$ cat src/rtl/seg7_pkg.sv
// Shared seven-segment definitions: glyph table, decoder FSM states and glyph lookup.
// The forward encoder indexes the same glyph table, so both directions always agree.
package seg7_pkg;

  // Active-low cathode patterns {g,f,e,d,c,b,a} for hex digits 0..F
  localparam logic [6:0] SEG7_GLYPH [16] = '{
    7'h40, 7'h79, 7'h24, 7'h30, 7'h19, 7'h12, 7'h02, 7'h78,
    7'h00, 7'h10, 7'h08, 7'h03, 7'h46, 7'h21, 7'h06, 7'h0E
  };

  typedef enum logic [1:0] {
    IDLE     = 2'd0,
    SETTLE   = 2'd1,
    CAPTURED = 2'd2
  } seg7_dec_state_t;

  // Returns {hit, nibble}; an unknown pattern gives hit=0 and nibble 0
  function automatic logic [4:0] seg7_decode(input logic [6:0] seg);
    logic [4:0] res;
    res = 5'd0;
    for (int i = 0; i < 16; i++) begin
      if (seg == SEG7_GLYPH[i]) res = {1'b1, 4'(i)};
    end
    return res;
  endfunction

endpackage

$ cat src/rtl/seg7_anode_qual.sv
// Anode qualifier: flags an anode word with exactly one active-low bit
// and encodes the position of that bit as the digit index.
module seg7_anode_qual #(
  parameter int N_DIGITS = 8,
  parameter int IDX_W    = 3
) (
  input  logic [N_DIGITS-1:0] an,
  output logic                valid,
  output logic [IDX_W-1:0]    idx
);

  always_comb begin
    int zeros;
    zeros = 0;
    idx   = '0;
    for (int k = 0; k < N_DIGITS; k++) begin
      if (!an[k]) begin
        zeros = zeros + 1;
        idx   = IDX_W'(k);
      end
    end
    valid = (zeros == 1);
  end

endmodule

$ cat src/rtl/seg7_scan_decoder.sv
// Samples a multiplexed seven-segment display, decodes each digit back to hex
// and reports the assembled word once enough identical clean frames have been seen.
module seg7_scan_decoder
  import seg7_pkg::*;
#(
  parameter int N_DIGITS      = 8,
  parameter int SETTLE_CYCLES = 4,
  parameter int STABLE_FRAMES = 2
) (
  input  logic                  clk,
  input  logic                  rst,
  input  logic [6:0]            seg_i,
  input  logic                  dp_i,
  input  logic [N_DIGITS-1:0]   an_i,
  output logic [4*N_DIGITS-1:0] value_o,
  output logic [N_DIGITS-1:0]   dp_o,
  output logic                  valid_o,
  output logic                  frame_err_o
);

  localparam int IDX_W = (N_DIGITS > 1) ? $clog2(N_DIGITS) : 1;
  localparam int CNT_W = $clog2(SETTLE_CYCLES + 1);
  localparam int STB_W = $clog2(STABLE_FRAMES + 1);

  logic [6:0]          seg_s1, seg_s2;
  logic                dp_s1, dp_s2;
  logic [N_DIGITS-1:0] an_s1, an_s2;

  logic                an_valid;
  logic [IDX_W-1:0]    an_idx;

  seg7_dec_state_t     state, state_nx;
  logic [IDX_W-1:0]    cur_idx, idx_nx;
  logic [CNT_W-1:0]    settle_cnt, cnt_nx;
  logic                sample;

  logic [N_DIGITS-1:0][3:0] frame_q, frame_nx;
  logic [N_DIGITS-1:0]      dpbuf_q, dpbuf_nx;
  logic [N_DIGITS-1:0]      mask, mask_nx;
  logic                     bad, bad_nx;
  logic [4:0]               dec;
  logic                     complete;

  logic [N_DIGITS-1:0][3:0] prev_frame;
  logic [N_DIGITS-1:0]      prev_dp;
  logic                     have_prev, seen_valid, same_prev, load;
  logic [STB_W-1:0]         stable_cnt, stable_nx;

  seg7_anode_qual #(.N_DIGITS(N_DIGITS), .IDX_W(IDX_W)) u_qual (
    .an   (an_s2),
    .valid(an_valid),
    .idx  (an_idx)
  );

  // Dwell tracking: any change of anode restarts the settle count
  always_comb begin
    state_nx = state;
    idx_nx   = cur_idx;
    cnt_nx   = settle_cnt;
    sample   = 1'b0;
    if (!an_valid) begin
      state_nx = IDLE;
    end else if (state == IDLE || an_idx != cur_idx) begin
      state_nx = SETTLE;
      idx_nx   = an_idx;
      cnt_nx   = CNT_W'(1);
    end else if (state == SETTLE) begin
      cnt_nx = settle_cnt + CNT_W'(1);
    end
    if (state_nx == SETTLE && cnt_nx == CNT_W'(SETTLE_CYCLES)) begin
      sample   = 1'b1;
      state_nx = CAPTURED;
    end
  end

  // Re-sampling an already captured digit starts a fresh frame
  always_comb begin
    dec      = seg7_decode(seg_s2);
    frame_nx = frame_q;
    dpbuf_nx = dpbuf_q;
    mask_nx  = mask;
    bad_nx   = bad;
    if (sample) begin
      if (mask[idx_nx]) begin
        mask_nx = '0;
        bad_nx  = 1'b0;
      end
      mask_nx[idx_nx]  = 1'b1;
      bad_nx           = bad_nx | ~dec[4];
      frame_nx[idx_nx] = dec[3:0];
      dpbuf_nx[idx_nx] = ~dp_s2;
    end
    complete = sample && (&mask_nx);
  end

  always_comb begin
    same_prev = have_prev && (frame_nx == prev_frame) && (dpbuf_nx == prev_dp);
    stable_nx = stable_cnt;
    if (same_prev) begin
      if (stable_cnt != STB_W'(STABLE_FRAMES)) stable_nx = stable_cnt + STB_W'(1);
    end else begin
      stable_nx = STB_W'(1);
    end
    load = complete && !bad_nx && (stable_nx == STB_W'(STABLE_FRAMES)) &&
           (({frame_nx, dpbuf_nx} != {value_o, dp_o}) || !seen_valid);
  end

  always_ff @(posedge clk) begin
    if (rst) begin
      seg_s1      <= '0;
      seg_s2      <= '0;
      dp_s1       <= 1'b0;
      dp_s2       <= 1'b0;
      an_s1       <= '0;
      an_s2       <= '0;
      state       <= IDLE;
      cur_idx     <= '0;
      settle_cnt  <= '0;
      frame_q     <= '0;
      dpbuf_q     <= '0;
      mask        <= '0;
      bad         <= 1'b0;
      prev_frame  <= '0;
      prev_dp     <= '0;
      have_prev   <= 1'b0;
      seen_valid  <= 1'b0;
      stable_cnt  <= '0;
      value_o     <= '0;
      dp_o        <= '0;
      valid_o     <= 1'b0;
      frame_err_o <= 1'b0;
    end else begin
      seg_s1      <= seg_i;
      seg_s2      <= seg_s1;
      dp_s1       <= dp_i;
      dp_s2       <= dp_s1;
      an_s1       <= an_i;
      an_s2       <= an_s1;
      state       <= state_nx;
      cur_idx     <= idx_nx;
      settle_cnt  <= cnt_nx;
      frame_q     <= frame_nx;
      dpbuf_q     <= dpbuf_nx;
      valid_o     <= 1'b0;
      frame_err_o <= 1'b0;
      if (complete) begin
        mask <= '0;
        bad  <= 1'b0;
        if (bad_nx) begin
          frame_err_o <= 1'b1;
          stable_cnt  <= '0;
        end else begin
          stable_cnt <= stable_nx;
          if (!same_prev) begin
            prev_frame <= frame_nx;
            prev_dp    <= dpbuf_nx;
            have_prev  <= 1'b1;
          end
        end
      end else begin
        mask <= mask_nx;
        bad  <= bad_nx;
      end
      if (load) begin
        value_o    <= frame_nx;
        dp_o       <= dpbuf_nx;
        valid_o    <= 1'b1;
        seen_valid <= 1'b1;
      end
    end
  end

endmodule
$ cat config.mk
export PLATFORM = sky130hd
export DESIGN_NAME = seg7_scan_decoder
export DESIGN_NICKNAME = d
export VERILOG_FILES = /design/src/rtl/seg7_pkg.sv /design/src/rtl/seg7_anode_qual.sv /design/src/rtl/seg7_scan_decoder.sv
export SDC_FILE = /design/constraint.sdc
export NUM_CORES = 1
export LEC_CHECK = 0
export CELL_PAD_IN_SITES_DETAIL_PLACEMENT = 0
export CELL_PAD_IN_SITES_GLOBAL_PLACEMENT = 1
export CORE_ASPECT_RATIO = 1.75
export CORE_MARGIN = 4
export CORE_UTILIZATION = 49
export DETAILED_ROUTE_END_ITERATION = 16
export PLACE_DENSITY_LB_ADDON = 0.1
export SLEW_MARGIN = 0
export SYNTH_ARGS = -nofsm -noshare
export SYNTH_HDL_FRONTEND = slang
export SYNTH_SLANG_ARGS = --single-unit
$ cat constraint.sdc
create_clock -name clk -period 10.2 [get_ports clk]
set_input_delay 2.04 -clock clk [delete_from_list [all_inputs] [get_ports clk]]
set_output_delay 2.04 -clock clk [all_outputs]
set_load 0.05 [all_outputs]
==> impl_metrics.ini <==
[outcome]
status = finished, violations left
violations = max-capacitance violations, max-slew violations

[clock_tree]
ctsResizeCount = 0
clk_pin_slew_ns = 0.07
clockBufferDepth = 2
cts_hold_buf = 0
root_buffer = clkbuf_16
htreeDepth = 4
cts.sink_count = 175
cts_setup_buffers = 0
cts_buffers = 17
cts_tree = built
clock_latency_ns = 0.44

[routing]
drt_iter0_markers = 985
drt_first_pass_iters = 6
antenna_left = 0
vias_per_cell = 6.31
drt-total-wl_um = 34800
via_count = 9756
post-route-drc-count = 0
routedWlPerCell_um = 22.5

[floorplanning]
core_area_mm2 = 0.0208
dieArea_mm2 = 0.0235
die_w_um = 118
num_io_pins = 60
start_util_pct = 49.5
row_count = 70
dieHeight_um = 200

[pwr]
peakVddDrop_mv = 0.156
leakage_nw = 4.57
p_per_area_mw_per_mm2 = 148
finalPower_mw = 1.72

[sta]
setup_violations = 0
rsz0062_at_grt = no
worst_slew_pin_slew_ns = 1.46
final.setup.worst_slack_ns = 1.65
hold_violations = 0
setup_tns_ns = 0
fmax_ghz = 0.117
period_needed_ns = 8.55
skew_ns = 0.00921
report.final.slew_viol_count = 1
fin_crit_sh_pct = 83.8
maxSlewHeadroom_pct = -0.158

[worst_setup_path]
cp.required_ns = 10.53
reg2reg_from = an_s2[1]$_SDFF_PP0_
ff2ff_path_depth = 30
slowest_delay_ns = 0.78
worst-path-stages = 30
crit_end = value_o[5]$_SDFFE_PP0P_
rrSetupSlack_ns = 1.65
critPathCaptureType = register
path_delay_family = simple AND/OR/NAND/NOR gates
critPathSlowestCell = nor2_1
path_buf_inv = 3
r2r-end = value_o[5]$_SDFFE_PP0P_
crit_type = register to register
startpoint = an_s2[1]$_SDFF_PP0_
crit_path_frequent_cell = ha_1
start_kind = register
cp.arrival_ns = 8.88
cp_max_fo = 30

[global_routing]
grt_pass1_vias = 9351
grt_max_degree = 100
antenna_found_initial = 0
gr-usage-all-layers_pct = 29.3
grt_pass1_wl_um = 53800
grt-ovfl-total = 0

[cells_and_area]
num_antenna_cells = 0
syn_to_final_growth_pct = 12.7
drive_gt1_share_pct = 6.87
layout_common_cells = 175 x dfxtp_1, 105 x nor2_1, 80 x nor2b_1
final_common_cell = dfxtp_1
nets = 1311
final_util_pct = 55.8

[yosys]
synthFlopType = dfxtp_1
synthCells = 1261
synth_top_cell_by_area = dfxtp_1
synth_edf_count = 0
yosys.area.top_type_share_pct = 34.0
async_flop_share_pct = 0
syn_area_per_cell_um2 = 8.18
synth_area_mm2 = 0.0103
syn_nets = 1288
synth_cell_types = 85
ys_ff_latch = 175
yosysWarnings = 0
synth_area_leaders = dfxtp_1 34%, nor2b_1 4.9%, mux2i_1 4.4%
yosysSeqAreaShare_pct = 34.0

[min_path]
min_path_cells = 1
min_path_type = register to register

[place]
pre_cts_ws_ns = 1.77
portBuffers = 59
gp_congestion = 1.02
place_hpwl_um = 26200

[run]
maxCapViolCount = 1
## cells by family (layout without fill, tap and decap cells)
kind of cell | Yosys count | after routing | share of synthesized area, %
simple gates | 545 | 545 | 29.0
compound gates | 264 | 264 | 17.0
flops | 175 | 175 | 34.0
buf+inv | 124 | 158 | 4.89
mux | 81 | 81 | 8.42
xor+xnor | 63 | 63 | 5.64
fa+ha+maj | 9 | 9 | 1.09
## Yosys cell counts, types with 11 or more instances
| cell type | instances |
|---|---|
| buf_2 | 19 |
| nand2b_1 | 55 |
| xnor2_1 | 35 |
| nand3_1 | 26 |
| nor3b_1 | 14 |
| or3_1 | 11 |
| mux2i_1 | 45 |
| or2_2 | 16 |
| dfxtp_1 | 175 |
| nand4_1 | 23 |
| nand2_1 | 79 |
| o21ai_0 | 49 |
| clkbuf_1 | 49 |
| mux2_1 | 22 |
| nor4_1 | 20 |
| a211oi_1 | 20 |
| xor2_1 | 26 |
| nor2_1 | 105 |
| nor2b_1 | 80 |
| nor3_1 | 50 |
| a21oi_1 | 62 |
| inv_1 | 52 |
| o22ai_1 | 15 |
| a22oi_1 | 19 |
## state kept, by name, summed over array words and instances (netlist names), 2 cells and up
register	flops
frame_q	32
prev_frame	32
value_o	32
an_s1	8
an_s2	8
dp_o	8
dpbuf_q	8
mask	8
prev_dp	8
seg_s1	7
seg_s2	7
cur_idx	3
settle_cnt	3
stable_cnt	2
state	2
## where the power goes
part | internal [mW] | switching [mW] | leakage (nW)
Combinational | 0.120 | 0.255 | 2.89
Sequential | 0.698 | 0.0264 | 1.42
Clock | 0.353 | 0.269 | 0.264
## layer usage
layer / part of all wire [%] / vias up / wire length, um / GRT usage (%)
met1: 40 / 4605 / 13900 / 34.5
met2: 48 / 442 / 16600 / 49.1
met4: 7.4 / 0 / 2590 / 20.1
met5: 0 / - / 0 / 0
li1: - / 4560 / - / -
met3: 5.2 / 149 / 1800 / 4.79
## metrics by stage
stage / cell area, um2 / cells / hold WS (ns)
4_1_cts: 11600 / 1547 / 0.438
6_report: 11600 / 1547 / 0.433
2_1_floorplan: 10300 / 1261 / 0.414
3_5_place_dp: 11100 / 1517 / 0.426
3_3_place_gp: 11100 / 1517 / 0.425
5_1_grt: 11600 / 1547 / 0.460
## area by class of cell
cell class                 instances  area (um2)
inverter                          53         199
clock inverter                     5        56.3
fill                            2038        9220
timing repair buffer              75         708
tap                              252         315
clock buffer                      25         485
multi-input combinational        962        6360
sequential                       175        3500
## worst min path at each step
stage                         start  slack (ns)                   end
6_report       seg_s1[2]$_SDFF_PP0_        0.43  seg_s2[2]$_SDFF_PP0_
2_1_floorplan   an_s1[0]$_SDFF_PP0_        0.41   an_s2[0]$_SDFF_PP0_
5_1_grt        seg_s1[2]$_SDFF_PP0_        0.46  seg_s2[2]$_SDFF_PP0_
3_3_place_gp    an_s1[5]$_SDFF_PP0_        0.42   an_s2[5]$_SDFF_PP0_
4_1_cts        seg_s1[2]$_SDFF_PP0_        0.44  seg_s2[2]$_SDFF_PP0_
3_5_place_dp   seg_s1[3]$_SDFF_PP0_        0.43  seg_s2[3]$_SDFF_PP0_
Note: power is estimated with default switching activity, not from simulation.
